<file path="config.mk">
export PLATFORM = sky130hd
export DESIGN_NAME = alu_addsub_arbiter
export DESIGN_NICKNAME = d
export VERILOG_FILES = /design/src/rtl/alu_addsub_arbiter_pkg.sv /design/src/rtl/alu_addsub_arbiter_addsub.sv /design/src/rtl/alu_addsub_arbiter.sv
export SDC_FILE = /design/constraint.sdc
export NUM_CORES = 1
export LEC_CHECK = 0
export BUFFER_PORTS_ARGS = -buffer_cell sky130_fd_sc_hd__buf_4
export CORE_UTILIZATION = 55
export CTS_BUF_LIST = sky130_fd_sc_hd__clkbuf_8
export DETAILED_ROUTE_END_ITERATION = 8
export GPL_TIMING_DRIVEN = 0
export PLACE_DENSITY = 0.86
export SYNTH_ARGS = -nofsm -noshare
export SYNTH_HDL_FRONTEND = slang
export SYNTH_SLANG_ARGS = --single-unit
export TNS_END_PERCENT = 50
</file>
<file path="constraint.sdc">
create_clock -name CLK -period 8.58 [get_ports CLK]
set_input_delay 0.429 -clock CLK [delete_from_list [all_inputs] [get_ports CLK]]
set_output_delay 0.429 -clock CLK [all_outputs]
set_load 0.05 [all_outputs]
</file>
<file path="src/rtl/alu_addsub_arbiter_pkg.sv">
// Shared constants for the Stage-3 add/sub arbiter: op encodings, requester IDs, default width.
// No logic here; imported by the arbiter and its adder core.
package alu_addsub_arbiter_pkg;

  localparam int ALU_N_DEFAULT = 32;

  localparam logic [1:0] ALU_OP_ADD  = 2'b00;
  localparam logic [1:0] ALU_OP_SUB  = 2'b01;
  localparam logic [1:0] ALU_OP_SLT  = 2'b10;
  localparam logic [1:0] ALU_OP_SLTU = 2'b11;

  localparam logic REQ_ID_0 = 1'b0;
  localparam logic REQ_ID_1 = 1'b1;

  typedef enum logic {
    OUT_EMPTY = 1'b0,
    OUT_FULL  = 1'b1
  } out_state_t;

endpackage

</file>
<file path="src/rtl/alu_addsub_arbiter_addsub.sv">
// Combinational N-bit add/sub with SLT/SLTU mapping; zero latency, no flow control.
// Every op other than ADD runs the subtract path, so borrow/overflow are always for A-B there.
module addsub_core
  import alu_addsub_arbiter_pkg::*;
#(
  parameter int N = ALU_N_DEFAULT
) (
  input  logic [N-1:0] a,
  input  logic [N-1:0] b,
  input  logic [1:0]   op,
  output logic [N-1:0] res,
  output logic         borrow,
  output logic         overflow
);

  logic         sub;
  logic [N-1:0] b_eff;
  logic [N:0]   sum_ext;
  logic         slt;

  assign sub     = (op != ALU_OP_ADD);
  assign b_eff   = sub ? ~b : b;
  assign sum_ext = {1'b0, a} + {1'b0, b_eff} + {{N{1'b0}}, sub};

  // Borrow is the inverted carry of A + ~B + 1.
  assign borrow   = sub & ~sum_ext[N];
  assign overflow = (a[N-1] == b_eff[N-1]) & (sum_ext[N-1] != a[N-1]);
  assign slt      = sum_ext[N-1] ^ overflow;

  always_comb begin
    res = sum_ext[N-1:0];
    case (op)
      ALU_OP_SLT:  res = {N{slt}};
      ALU_OP_SLTU: res = {N{borrow}};
      default:     res = sum_ext[N-1:0];
    endcase
  end

endmodule

</file>
<file path="src/rtl/alu_addsub_arbiter.sv">
// Two-requester arbiter over one shared add/sub; 1-cycle latency into a registered, ID-tagged output.
// READYs drop while the output is full and not drained; ALU_ARB_ROUND_ROBIN_EN selects round-robin over fixed priority.
module alu_addsub_arbiter
  import alu_addsub_arbiter_pkg::*;
#(
  parameter int N = ALU_N_DEFAULT
) (
  input  logic         CLK,
  input  logic         RST,
  input  logic         REQ0_VALID,
  output logic         REQ0_READY,
  input  logic [1:0]   REQ0_OP,
  input  logic [N-1:0] REQ0_A,
  input  logic [N-1:0] REQ0_B,
  input  logic         REQ1_VALID,
  output logic         REQ1_READY,
  input  logic [1:0]   REQ1_OP,
  input  logic [N-1:0] REQ1_A,
  input  logic [N-1:0] REQ1_B,
  output logic         OUT_VALID,
  input  logic         OUT_READY,
  output logic         OUT_ID,
  output logic [N-1:0] OUT_RES
);

  out_state_t   state_q, state_d;
  logic [N-1:0] out_res_q, out_res_d;
  logic         out_id_q, out_id_d;

  logic         stage_free;
  logic         prio_1;
  logic         grant_0, grant_1;
  logic         xfer;
  logic [1:0]   sel_op;
  logic [N-1:0] sel_a, sel_b;
  logic [N-1:0] core_res;
  logic         core_borrow_unused, core_ovf_unused;

`ifdef ALU_ARB_ROUND_ROBIN_EN
  logic ptr_q, ptr_d;
  assign prio_1 = ptr_q;
  assign ptr_d  = xfer ? ~ptr_q : ptr_q;
`else
  assign prio_1 = 1'b0;
`endif

  assign stage_free = (state_q == OUT_EMPTY) | OUT_READY;
  assign grant_1    = REQ1_VALID & (~REQ0_VALID | prio_1);
  assign grant_0    = REQ0_VALID & ~grant_1;
  assign REQ0_READY = ~RST & stage_free & grant_0;
  assign REQ1_READY = ~RST & stage_free & grant_1;
  assign xfer       = REQ0_READY | REQ1_READY;

  assign sel_op = grant_1 ? REQ1_OP : REQ0_OP;
  assign sel_a  = grant_1 ? REQ1_A  : REQ0_A;
  assign sel_b  = grant_1 ? REQ1_B  : REQ0_B;

  addsub_core #(.N(N)) u_core (
    .a        (sel_a),
    .b        (sel_b),
    .op       (sel_op),
    .res      (core_res),
    .borrow   (core_borrow_unused),
    .overflow (core_ovf_unused)
  );

  // A drain and a new accept in the same cycle simply reload: no bubble.
  always_comb begin
    state_d   = state_q;
    out_res_d = out_res_q;
    out_id_d  = out_id_q;
    if (xfer) begin
      state_d   = OUT_FULL;
      out_res_d = core_res;
      out_id_d  = grant_1 ? REQ_ID_1 : REQ_ID_0;
    end else if ((state_q == OUT_FULL) && OUT_READY) begin
      state_d = OUT_EMPTY;
    end
  end

  always_ff @(posedge CLK) begin
    if (RST) begin
      state_q   <= OUT_EMPTY;
      out_res_q <= '0;
      out_id_q  <= REQ_ID_0;
`ifdef ALU_ARB_ROUND_ROBIN_EN
      ptr_q     <= 1'b0;
`endif
    end else begin
      state_q   <= state_d;
      out_res_q <= out_res_d;
      out_id_q  <= out_id_d;
`ifdef ALU_ARB_ROUND_ROBIN_EN
      ptr_q     <= ptr_d;
`endif
    end
  end

  assign OUT_VALID = (state_q == OUT_FULL);
  assign OUT_ID    = out_id_q;
  assign OUT_RES   = out_res_q;

endmodule

</file>
==> out/qor_table.md <==
| Quantity | This run | Unit |
|:---|:---|:---|
| Share of post-route cells with drive strength above 1 | 30.2 | % |
| Area Overhead vs Synth | 35.1 | % |
| X dimension of the die | 90.9 | um |
| Most common flop cell mapped by yosys | sky130_fd_sc_hd__dfxtp_1 | - |
| Fin Clk Skew | 0.00542 | ns |
| CTS tree | done | - |
| Cell chosen for the clock root | sky130_fd_sc_hd__clkbuf_8 | - |
| Cell type with the highest aggregate area in the netlist | sky130_fd_sc_hd__dfxtp_1 | - |
| Pwr dens | 165 | mW/mm2 |
| Flops & latches, synth | 34 | - |
| Portion of synthesized cell area occupied by the leading cell type | 15.6 | % |
| Iteration-0 DRC Markers | 226 | - |
| First-pass GRT wire length | 23,200 | um |
| Final worst path period share | 58.2 | % |
| Crit path setup slack, layout | 3.58 | ns |
| RSZ-0062 raised after global routing | false | - |
| Final Wtd Congestion | 0.949 | - |
| Vias/cell | 5.74 | - |
| Number of buffers inserted to repair setup after CTS | 0 | - |
| Inserted Clock Buffers | 5 | - |
| Run status | complete, no violations | - |
| Commonest cells after routing, fill and taps aside | sky130_fd_sc_hd__buf_4, sky130_fd_sc_hd__nand2_1, sky130_fd_sc_hd__xnor2_1 | - |
| Lkg Pwr | 2.91 | nW |
| First-pass detailed-route iteration total | 5 | - |
| Cell with the biggest individual delay on the critical path | sky130_fd_sc_hd__clkbuf_1 | - |
| Arrival time at the worst endpoint | 5.23 | ns |
| Category of the worst setup path launch point | input port | - |
| Final net count | 945 | - |
| Number of diodes added for antenna fixing | 0 | - |
| Worst slew pin tran | 0.795 | ns |
| CTS Hold Bufs | 0 | - |
| Critical path fanouts, max | 10 | - |
| Final Hold Violating Endpoints | 0 | - |
| Remaining global-route overflow | 0 | - |
| Net count after synthesis | 766 | - |
| Cells after synthesis | 597 | - |
| Kind of end point of the critical path | flip-flop | - |
| Buffer levels on the longest clock path | 2 | - |
| Sum of negative setup slack | 0 | ns |
| Sequential cell area fraction in the yosys report | 15.6 | % |
| Slew Limit Headroom | 47.0 | % |
| Count of flip-flops with a built-in enable after synthesis | 0 | - |
| WL final | 14,400 | um |
| Delay contributed by the slowest stage of the critical path | 0.62 | ns |
| Synthesized area divided by synthesized cell count | 7.29 | um2 |
| Number of sinks on the clock net | 34 | - |
| Post-layout minimum cycle time | 5.00 | ns |
| Worst min-delay path class | in2reg | - |
| Commonest non-fill, non-tap cell in the layout | sky130_fd_sc_hd__buf_4 | - |
| Final instance count without filler cells | 879 | - |
| Cells after DPL | 871 | - |
| Detailed-route wire length per cell | 16.4 | um |
| Placement Rows | 32 | - |
| Share of async-settable or async-resettable flops after synthesis | 0 | % |
| Cell-by-cell listing of the critical path | buf_4, nand2b_1, buf_2, clkbuf_1, buf_1, clkbuf_1, nand2_1, nand2_1, ha_1, clkbuf_1, a21oi_1, o21ai_1, a21o_1, a41o_1, o31a_4, a311oi_2, o211ai_1, and4_1, buf_6, buf_6, a21oi_2 | - |
| Largest net degree at the start of global routing | 11 | - |
| Cell Area, Synth | 0.00435 | mm2 |
| IR Drop Worst-Case VDD | 0.0890 | mV |
| Total GRT Usage | 34.7 | % |
| Area inside the core boundary | 0.00769 | mm2 |
| Via count of the first global-routing pass | 5,051 | - |
| Max capacitance violation total | 0 | - |
| DRC | 0 | - |
| Cells resized by post-CTS repair | 0 | - |
| Port Buffers | 172 | - |
| Die outline height | 90.9 | um |
| Top-Level Pins | 173 | - |
| Total die area | 0.00827 | mm2 |
| Max-slew violation total from the final report | 0 | - |
| Ranking of synthesized cells by area | sky130_fd_sc_hd__dfxtp_1, sky130_fd_sc_hd__nand2_1, sky130_fd_sc_hd__xnor2_1, sky130_fd_sc_hd__ha_1, sky130_fd_sc_hd__mux2i_1 | - |
| Synthesis Warnings | 0 | - |
| Antenna-violating nets left | 0 | - |
| Number of distinct library cell variants in the gate-level netlist after synthesis | 61 | - |
| Finish-stage setup viols | 0 | - |
| Required time of the critical path | 8.81 | ns |
| Post-placement setup slack | 3.40 | ns |
| Top achievable clock speed | 200 | MHz |
| H-tree lvl count | 2 | - |
| Worst-skew pair later-pin latency | 0.30 | ns |
| Final hold slack | 0.343 | ns |
| Initial Util | 56.6 | % |
| Kind of critical path | in2reg | - |
| Worst-path clk slew | 0.07 | ns |
| Vias | 5,048 | - |
| Critical Path Most Common Cell | sky130_fd_sc_hd__clkbuf_1 | - |
| Number of antenna violations at the first check in global routing | 0 | - |
| Post-detail-place hpwl | 11,600 | um |
-- power breakdown --
group          total [mW]  internal (mW)  switching [mW]
logic               0.636          0.258           0.378
registers           0.187          0.177         0.00989
clock network       0.146         0.0812          0.0651
-- area by class of cell --
class / instances / area (um2)
Timing Repair Buffer: 172 / 1290
Buffer: 39 / 204
Fill cell: 604 / 1810
Clock buffer: 8 / 110
Inverter: 12 / 45.0
Multi-Input combinational cell: 512 / 3420
Tap cell: 102 / 128
Sequential cell: 34 / 681
-- path summary, 6_finish.rpt --
check,startpoint,to,slack (ns),cells after the start
setup reg to reg,OUT_VALID$_SDFFE_PP0P_,OUT_RES[7]$_SDFFE_PP0P_,6.89,5
hold / removal,RST,OUT_VALID$_SDFFE_PP0P_,0.34,2
setup / recovery,REQ0_VALID,OUT_RES[8]$_SDFFE_PP0P_,3.58,21
hold reg to reg,OUT_ID$_SDFFE_PP0P_,OUT_ID$_SDFFE_PP0P_,0.49,1
-- registers in the layout, indices dropped and copies added (netlist names) --
register,flops
OUT_VALID,1
OUT_RES,32
OUT_ID,1
-- layer usage --
| metal | vias to the layer above | GRT usage (%) | part of all wire (%) |
|---|---|---|---|
| li1 | 2449 | - | - |
| met1 | 2321 | 40.2 | 40 |
| met2 | 236 | 62.8 | 49 |
| met3 | 42 | 6.95 | 8.0 |
| met4 | 0 | 12.8 | 2.9 |
| met5 | - | 0 | 0 |
-- synthesized netlist by cell type, types with 2 or more instances --
library cell,count
sky130_fd_sc_hd__a2111oi_0,2
sky130_fd_sc_hd__a211oi_1,3
sky130_fd_sc_hd__a21o_1,13
sky130_fd_sc_hd__a21oi_1,30
sky130_fd_sc_hd__a21oi_2,30
sky130_fd_sc_hd__a31oi_1,6
sky130_fd_sc_hd__a41o_1,2
sky130_fd_sc_hd__and2_1,4
sky130_fd_sc_hd__and3_1,4
sky130_fd_sc_hd__buf_1,3
sky130_fd_sc_hd__buf_2,4
sky130_fd_sc_hd__buf_6,7
sky130_fd_sc_hd__clkbuf_1,25
sky130_fd_sc_hd__dfxtp_1,34
sky130_fd_sc_hd__ha_1,31
sky130_fd_sc_hd__inv_1,12
sky130_fd_sc_hd__mux2i_1,35
sky130_fd_sc_hd__nand2_1,143
sky130_fd_sc_hd__nand2b_1,10
sky130_fd_sc_hd__nand3_1,7
sky130_fd_sc_hd__nand3b_1,2
sky130_fd_sc_hd__nand4_1,8
sky130_fd_sc_hd__nor2_1,18
sky130_fd_sc_hd__nor2b_1,3
sky130_fd_sc_hd__nor3_1,5
sky130_fd_sc_hd__o2111ai_1,2
sky130_fd_sc_hd__o211ai_1,5
sky130_fd_sc_hd__o21a_1,5
sky130_fd_sc_hd__o21ai_0,50
sky130_fd_sc_hd__o21ai_1,3
sky130_fd_sc_hd__o21bai_1,2
sky130_fd_sc_hd__o31a_1,2
sky130_fd_sc_hd__o32ai_1,2
sky130_fd_sc_hd__or3_1,4
sky130_fd_sc_hd__xnor2_1,51
sky130_fd_sc_hd__xor2_1,5
-- critical path, delay by kind of cell --
kind	cells	cell delay, ns
compound gates	8	1.50
fa+ha+maj	1	0.23
buf+inv	8	2.51
simple gates	4	0.54
-- cells by family after synthesis --
kind of cell             after synthesis  share of synthesized area, %
multiplexers                          36                          8.31
adder cells (fa/ha/maj)               32                          9.38
AND/OR/NAND/NOR                      216                          22.0
flip-flops                            34                          15.6
AO/OA/AOI/OAI                        172                          27.6
XOR/XNOR                              56                          11.3
buffers and inverters                 51                          5.72
-- metrics by stage --
step                      instance area [um2]  power, mW  utilization [%]
after floorplan                          4350      0.641                -
after global placement                   5770      0.801             75.0
after detailed placement                 5770      0.813             75.0
after CTS                                5880      0.960             76.5
after global routing                     5880       1.03             76.5
final                                    5880      0.970             76.5
Note: power is estimated with default switching activity, not from simulation.
